$ cat config.mk
export PLATFORM = sky130hd
export DESIGN_NAME = spi_frame_slave
export DESIGN_NICKNAME = d
export VERILOG_FILES = /design/src/rtl/spi_frame_slave.sv
export SDC_FILE = /design/constraint.sdc
export NUM_CORES = 1
export LEC_CHECK = 0
export CAP_MARGIN = 5
export CORE_MARGIN = 1
export CORE_UTILIZATION = 52
export CTS_BUF_LIST = sky130_fd_sc_hd__clkbuf_2
export CTS_CLUSTER_SIZE = 14
export DETAILED_ROUTE_END_ITERATION = 6
export PLACE_DENSITY_LB_ADDON = 0.12
export SETUP_SLACK_MARGIN = 0.2
export SLEW_MARGIN = 10
export SYNTH_ARGS = -nofsm -noshare
export SYNTH_HDL_FRONTEND = slang
export SYNTH_SLANG_ARGS = --single-unit
$ cat constraint.sdc
create_clock -name sys_clock -period 1.75 [get_ports sys_clock]
set_input_delay 0.2625 -clock sys_clock [delete_from_list [all_inputs] [get_ports sys_clock]]
set_output_delay 0.2625 -clock sys_clock [all_outputs]
set_load 0.02 [all_outputs]
$ cat src/rtl/spi_frame_slave.sv
// SPI mode-0 frame slave: 64-bit MSB-first frame -> two operands + latched opcode; returns last ALU result on POCI.
// Latency: frame_valid SYNC_STAGES+2 clocks after the 64th SPI_CLK pin rise; no backpressure (strobes are one-shot).
module spi_frame_slave #(
  parameter int FRAME_BITS  = 64,
  parameter int SYNC_STAGES = 2
) (
  input  logic                    sys_clock,
  input  logic                    reset,
  input  logic                    SPI_CLK,
  input  logic                    SPI_PICO,
  input  logic                    SPI_CS,
  output logic                    SPI_POCI,
  input  logic [2:0]              opcode,
  input  logic                    result_valid,
  input  logic [FRAME_BITS/2-1:0] result_data,
  output logic [FRAME_BITS/2-1:0] operand_a,
  output logic [FRAME_BITS/2-1:0] operand_b,
  output logic [2:0]              op_sel,
  output logic                    frame_valid,
  output logic                    frame_error,
  output logic                    busy
);
  localparam int OPW = FRAME_BITS / 2;
  localparam int CW  = $clog2(FRAME_BITS + 1);

  typedef enum logic [1:0] {WAIT_CS_HIGH, IDLE, SHIFT, DONE} state_t;

  state_t                      state_q, state_d;
  logic [SYNC_STAGES-1:0]      sclk_q, sclk_d, scs_q, scs_d, spico_q, spico_d;
  logic [SYNC_STAGES-1:0][2:0] sop_q, sop_d;
  logic                        sclk_prev_q, sclk_prev_d, scs_prev_q, scs_prev_d;
  logic [OPW-1:0]              result_q, result_d;
  logic [FRAME_BITS-1:0]       tx_q, tx_d, rx_q, rx_d;
  logic [CW-1:0]               cnt_q, cnt_d;
  logic                        poci_q, poci_d;
  logic [OPW-1:0]              operand_a_q, operand_a_d, operand_b_q, operand_b_d;
  logic [2:0]                  op_sel_q, op_sel_d;
  logic                        frame_valid_q, frame_valid_d, frame_error_q, frame_error_d;
  logic                        busy_q, busy_d;

  logic sclk_s, scs_s, spico_s;
  logic clk_rise, clk_fall, cs_rise, cs_fall;

  assign sclk_s   = sclk_q[SYNC_STAGES-1];
  assign scs_s    = scs_q[SYNC_STAGES-1];
  assign spico_s  = spico_q[SYNC_STAGES-1];
  assign clk_rise = sclk_s & ~sclk_prev_q;
  assign clk_fall = ~sclk_s & sclk_prev_q;
  assign cs_rise  = scs_s & ~scs_prev_q;
  assign cs_fall  = ~scs_s & scs_prev_q;

  always_comb begin
    sclk_d        = {sclk_q[SYNC_STAGES-2:0], SPI_CLK};
    scs_d         = {scs_q[SYNC_STAGES-2:0], SPI_CS};
    spico_d       = {spico_q[SYNC_STAGES-2:0], SPI_PICO};
    sop_d         = {sop_q[SYNC_STAGES-2:0], opcode};
    sclk_prev_d   = sclk_s;
    scs_prev_d    = scs_s;
    // A result arriving on the CS-fall cycle is forwarded into the tx load.
    result_d      = result_valid ? result_data : result_q;
    state_d       = state_q;
    tx_d          = tx_q;
    rx_d          = rx_q;
    cnt_d         = cnt_q;
    poci_d        = poci_q;
    operand_a_d   = operand_a_q;
    operand_b_d   = operand_b_q;
    op_sel_d      = op_sel_q;
    frame_valid_d = 1'b0;
    frame_error_d = 1'b0;
    busy_d        = busy_q;

    case (state_q)
      WAIT_CS_HIGH: begin
        busy_d = 1'b0;
        poci_d = 1'b0;
        if (scs_s) state_d = IDLE;
      end
      IDLE: begin
        busy_d = 1'b0;
        poci_d = 1'b0;
        if (cs_fall) begin
          tx_d    = {{(FRAME_BITS-OPW){1'b0}}, result_d};
          poci_d  = tx_d[FRAME_BITS-1];
          cnt_d   = '0;
          busy_d  = 1'b1;
          state_d = SHIFT;
        end
      end
      SHIFT: begin
        if (cnt_q == CW'(FRAME_BITS)) begin
          operand_a_d   = rx_q[FRAME_BITS-1:OPW];
          operand_b_d   = rx_q[OPW-1:0];
          op_sel_d      = sop_q[SYNC_STAGES-1];
          frame_valid_d = 1'b1;
          poci_d        = 1'b0;
          busy_d        = ~cs_rise;
          state_d       = cs_rise ? IDLE : DONE;
        end else if (cs_rise) begin
          // CS release takes priority over any coincident SPI_CLK edge.
          frame_error_d = 1'b1;
          poci_d        = 1'b0;
          busy_d        = 1'b0;
          state_d       = IDLE;
        end else begin
          if (clk_rise) begin
            rx_d  = {rx_q[FRAME_BITS-2:0], spico_s};
            cnt_d = cnt_q + CW'(1);
          end
          if (clk_fall) begin
            tx_d   = {tx_q[FRAME_BITS-2:0], 1'b0};
            poci_d = tx_d[FRAME_BITS-1];
          end
        end
      end
      DONE: begin
        poci_d = 1'b0;
        if (cs_rise) begin
          busy_d  = 1'b0;
          state_d = IDLE;
        end
      end
      default: state_d = WAIT_CS_HIGH;
    endcase
  end

  always_ff @(posedge sys_clock) begin
    if (reset) begin
      state_q       <= WAIT_CS_HIGH;
      sclk_q        <= '0;
      scs_q         <= '0;
      spico_q       <= '0;
      sop_q         <= '0;
      sclk_prev_q   <= 1'b0;
      scs_prev_q    <= 1'b0;
      result_q      <= '0;
      tx_q          <= '0;
      rx_q          <= '0;
      cnt_q         <= '0;
      poci_q        <= 1'b0;
      operand_a_q   <= '0;
      operand_b_q   <= '0;
      op_sel_q      <= '0;
      frame_valid_q <= 1'b0;
      frame_error_q <= 1'b0;
      busy_q        <= 1'b0;
    end else begin
      state_q       <= state_d;
      sclk_q        <= sclk_d;
      scs_q         <= scs_d;
      spico_q       <= spico_d;
      sop_q         <= sop_d;
      sclk_prev_q   <= sclk_prev_d;
      scs_prev_q    <= scs_prev_d;
      result_q      <= result_d;
      tx_q          <= tx_d;
      rx_q          <= rx_d;
      cnt_q         <= cnt_d;
      poci_q        <= poci_d;
      operand_a_q   <= operand_a_d;
      operand_b_q   <= operand_b_d;
      op_sel_q      <= op_sel_d;
      frame_valid_q <= frame_valid_d;
      frame_error_q <= frame_error_d;
      busy_q        <= busy_d;
    end
  end

  assign SPI_POCI    = poci_q;
  assign operand_a   = operand_a_q;
  assign operand_b   = operand_b_q;
  assign op_sel      = op_sel_q;
  assign frame_valid = frame_valid_q;
  assign frame_error = frame_error_q;
  assign busy        = busy_q;

endmodule

==> impl_metrics.tcl <==
set metrics [dict create \
    clk_path_buf_depth 3 \
    met1_usage_pct 30.72 \
    io_pins 112 \
    grt_pass1_vias 8150 \
    clock-sinks 253 \
    violations "design-rule violations, negative setup slack" \
    rows 49 \
    crit_fanout 9 \
    hold_path_depth 3 \
    intPower_mw 7.436 \
    final_common_cell "a21oi_1" \
    multi_input_area_um2 4438 \
    cp-start-kind "flop" \
    gp_congestion 0.7485 \
    ys_seq_area_share_pct 51.83 \
    root_buffer "clkbuf_2" \
    p_sw_share_pct 25.47 \
    tightest_slew_ns 0.4980 \
    clk_pin_slew_ns 0.11 \
    seq_area_um2 5156 \
    mostFrequentLayoutCells "195 x a21oi_1, 180 x dfxtp_1, 150 x o21ai_0" \
    first_iter_violations 682 \
    antenna_found_initial 1 \
    seqPwrFrac_pct 58.4 \
    worstHoldPathType "in -> reg" \
    num-nets-final 1353 \
    design_area_um2 12820 \
    grt-ovfl-total 0 \
    busiest_layer "met2" \
    slew_headroom_pct 66.73 \
    grt_max_degree 63 \
    drive_above_1_share_pct 28.01 \
    dpl.hpwl_um 13760 \
    place_area_um2 11570 \
    syn-num-nets 1203 \
    worst_hold_slack_ns 0.07766 \
    leakage_nw 4.575 \
    drt-total-wl_um 24750 \
    initial_core_util_pct 53.67 \
    track_usage_pct 23.78 \
    cap_viol_max_count 0 \
    cp.arrival_ns 2.57 \
    grt_pass1_wl_um 38910 \
    yosys_warnings 0 \
    use_met2_pct 39.53 \
    area_growth_pct 31.15 \
    die_area_um2 19340 \
    dp.cells 1443 \
    synth_cells 1160 \
    rsz0062_at_grt "true" \
    design.core.area_um2 18210 \
    syn_avg_cell_area_um2 8.424 \
    r2r_cells 6 \
    clk_latency_ns 0.83 \
    preCtsSetupSlack_ns -0.1013 \
    n_fill_cell 1465 \
    clock_power_share_pct 37.0 \
    drt_drc_violations_left 6 \
    die_h_um 139.1 \
    fp.dieW_um 139.1 \
    skew_ns 0.06613 \
    portBuffers 111 \
    avgViaCountPerCell 5.577 \
    firstDrtPassIters 7 \
    final_hold_viol_count 0 \
    slew_viol_final 0 \
    required_ns 2.43 \
    dr_total_vias 8867 \
    cp-end-kind "flop" \
    fin_crit_sh_pct 108.2 \
    pwr-share-comb_pct 4.6 \
    vdd_drop_max_v 0.0004273 \
    final_cells 1590 \
    drtAntennaViolNets 0 \
    finalWorstSetupSlack_ns -0.1444 \
    period_minus_slack_ns 1.894 \
    synth_area_um2 9772 \
    p_total_mw 9.978 \
    wl_per_cell_um 15.57 \
    grtUsageMet3_pct 5.214 \
    ys_types 38 \
    run_status "finished with violations" \
    max_freq_mhz 527.9 \
    crit_type "reg -> reg" \
    cts_tree "yes" \
    cts_buffers 61 \
    p_sw_mw 2.541 \
    p_per_area_nw_per_um2 778.5 \
    ys_ff_latch 253 \
    cts.htree.levels 2 \
    setup_viol 188 \
]
==> cell families (layout without fill, tap and decap cells) <==
group                    after synthesis  count (layout)  synth area share (%)
AO/OA/AOI/OAI                        375             376                 19.82
AND/OR/NAND/NOR                      375             375                 18.92
flip-flops                           253             253                 51.83
buffers and inverters                122             321                 5.787
multiplexers                          33              33                 3.380
adder cells (fa/ha/maj)                2               2                0.2560
other                                  0               1                     0
==> final timing paths <==
kind         slack [ns]           start     endpoint
max               -0.14        cnt_q[3]     rx_q[18]
min                0.08  result_data[9]  result_q[9]
max reg2reg       -0.14        cnt_q[3]     rx_q[18]
min reg2reg        0.45        sop_d[5]     sop_q[5]
==> cell usage after synthesis <==
cell type	n	area share, %
dfxtp_1	253	52
a21oi_1	196	10
o21ai_0	156	8.0
nand2_1	139	5.3
nand3_1	101	5.2
clkbuf_1	78	3.0
nor2_1	35	1.3
mux2i_1	33	3.4
nand3b_1	33	2.5
nand4_1	32	2.0
buf_2	23	1.2
nor2b_1	17	1.1
buf_6	10	1.2
o211ai_1	10	0.77
a31oi_1	4	0.26
buf_1	4	0.15
inv_1	4	0.15
clkbuf_2	3	0.15
nand2b_1	3	0.19
nor3_1	3	0.15
ha_1	2	0.26
o21a_1	2	0.15
o22ai_1	2	0.13
or2_2	2	0.13
or4_1	2	0.15
a221oi_1	1	0.090
a2bb2oi_2	1	0.15
a32o_1	1	0.10
and4bb_2	1	0.13
nand4b_1	1	0.090
nor3_2	1	0.10
nor3b_1	1	0.077
nor4_1	1	0.064
nor4bb_1	1	0.10
o21ai_1	1	0.051
o31a_1	1	0.090
or3_1	1	0.064
or4b_4	1	0.14
==> power groups by stage <==
| stage | logic (mW) | clock network, mW | registers [mW] |
|---|---|---|---|
| 3_3_place_gp | 0.435 | 0 | 5.96 |
| 3_5_place_dp | 0.437 | 0 | 5.96 |
| 2_1_floorplan | 0.260 | 0 | 5.96 |
| 4_1_cts | 0.457 | 3.81 | 5.83 |
| 5_1_grt | 0.502 | 4.11 | 5.84 |
| 6_report | 0.461 | 3.69 | 5.83 |
==> per-stage QoR <==
| stage | setup TNS [ns] | util, % |
|---|---|---|
| final | -10.28 | 70.38 |
| after global routing | -21.84 | 70.38 |
| after CTS | -7.436 | 68.56 |
| after detailed placement | -7.772 | 63.56 |
| after global placement | -3.750 | 63.56 |
| after floorplan | -7.290 | - |
==> per-layer routing <==
layer	up-vias	share of wire, %
met5	-	0
met1	4216	44
li1	4402	-
met3	26	5.6
met4	0	1.3
met2	223	49
==> state kept, by name, summed over array words and instances (netlist names), 7 cells and up <==
name	count
cnt_q	7
operand_a	32
rx_q	64
tx_q	63
result_q	32
operand_b	32
==> final cells by class <==
type / count / share of cell area [%]
antenna: 1 / 0.01953
inverter: 4 / 0.1172
clock inverter: 19 / 0.5662
multi-input combinational: 786 / 34.63
tap: 229 / 2.236
clock buffer: 94 / 3.671
sequential: 253 / 40.23
timing repair buffer: 204 / 18.53
==> worst max-delay path, cell delays in order (launching register included) <==
cell       delay (ns)
dfxtp_1          0.33
or4b_4           0.58
buf_4            0.18
o21a_4           0.26
bufbuf_16        0.30
nand3_2          0.05
a21oi_1          0.06
==> what timing repair did <==
item                                    4_1_cts  5_1_grt
pin swaps                                    14       18
cloned                                        2       10
hold endpoints to repair                     83        0
resized for setup                           509       21
hold buffers                                  9        0
endpoints found under the setup margin      277      277
setup buffers                                 4        8
(Power assumes the default switching activity.)
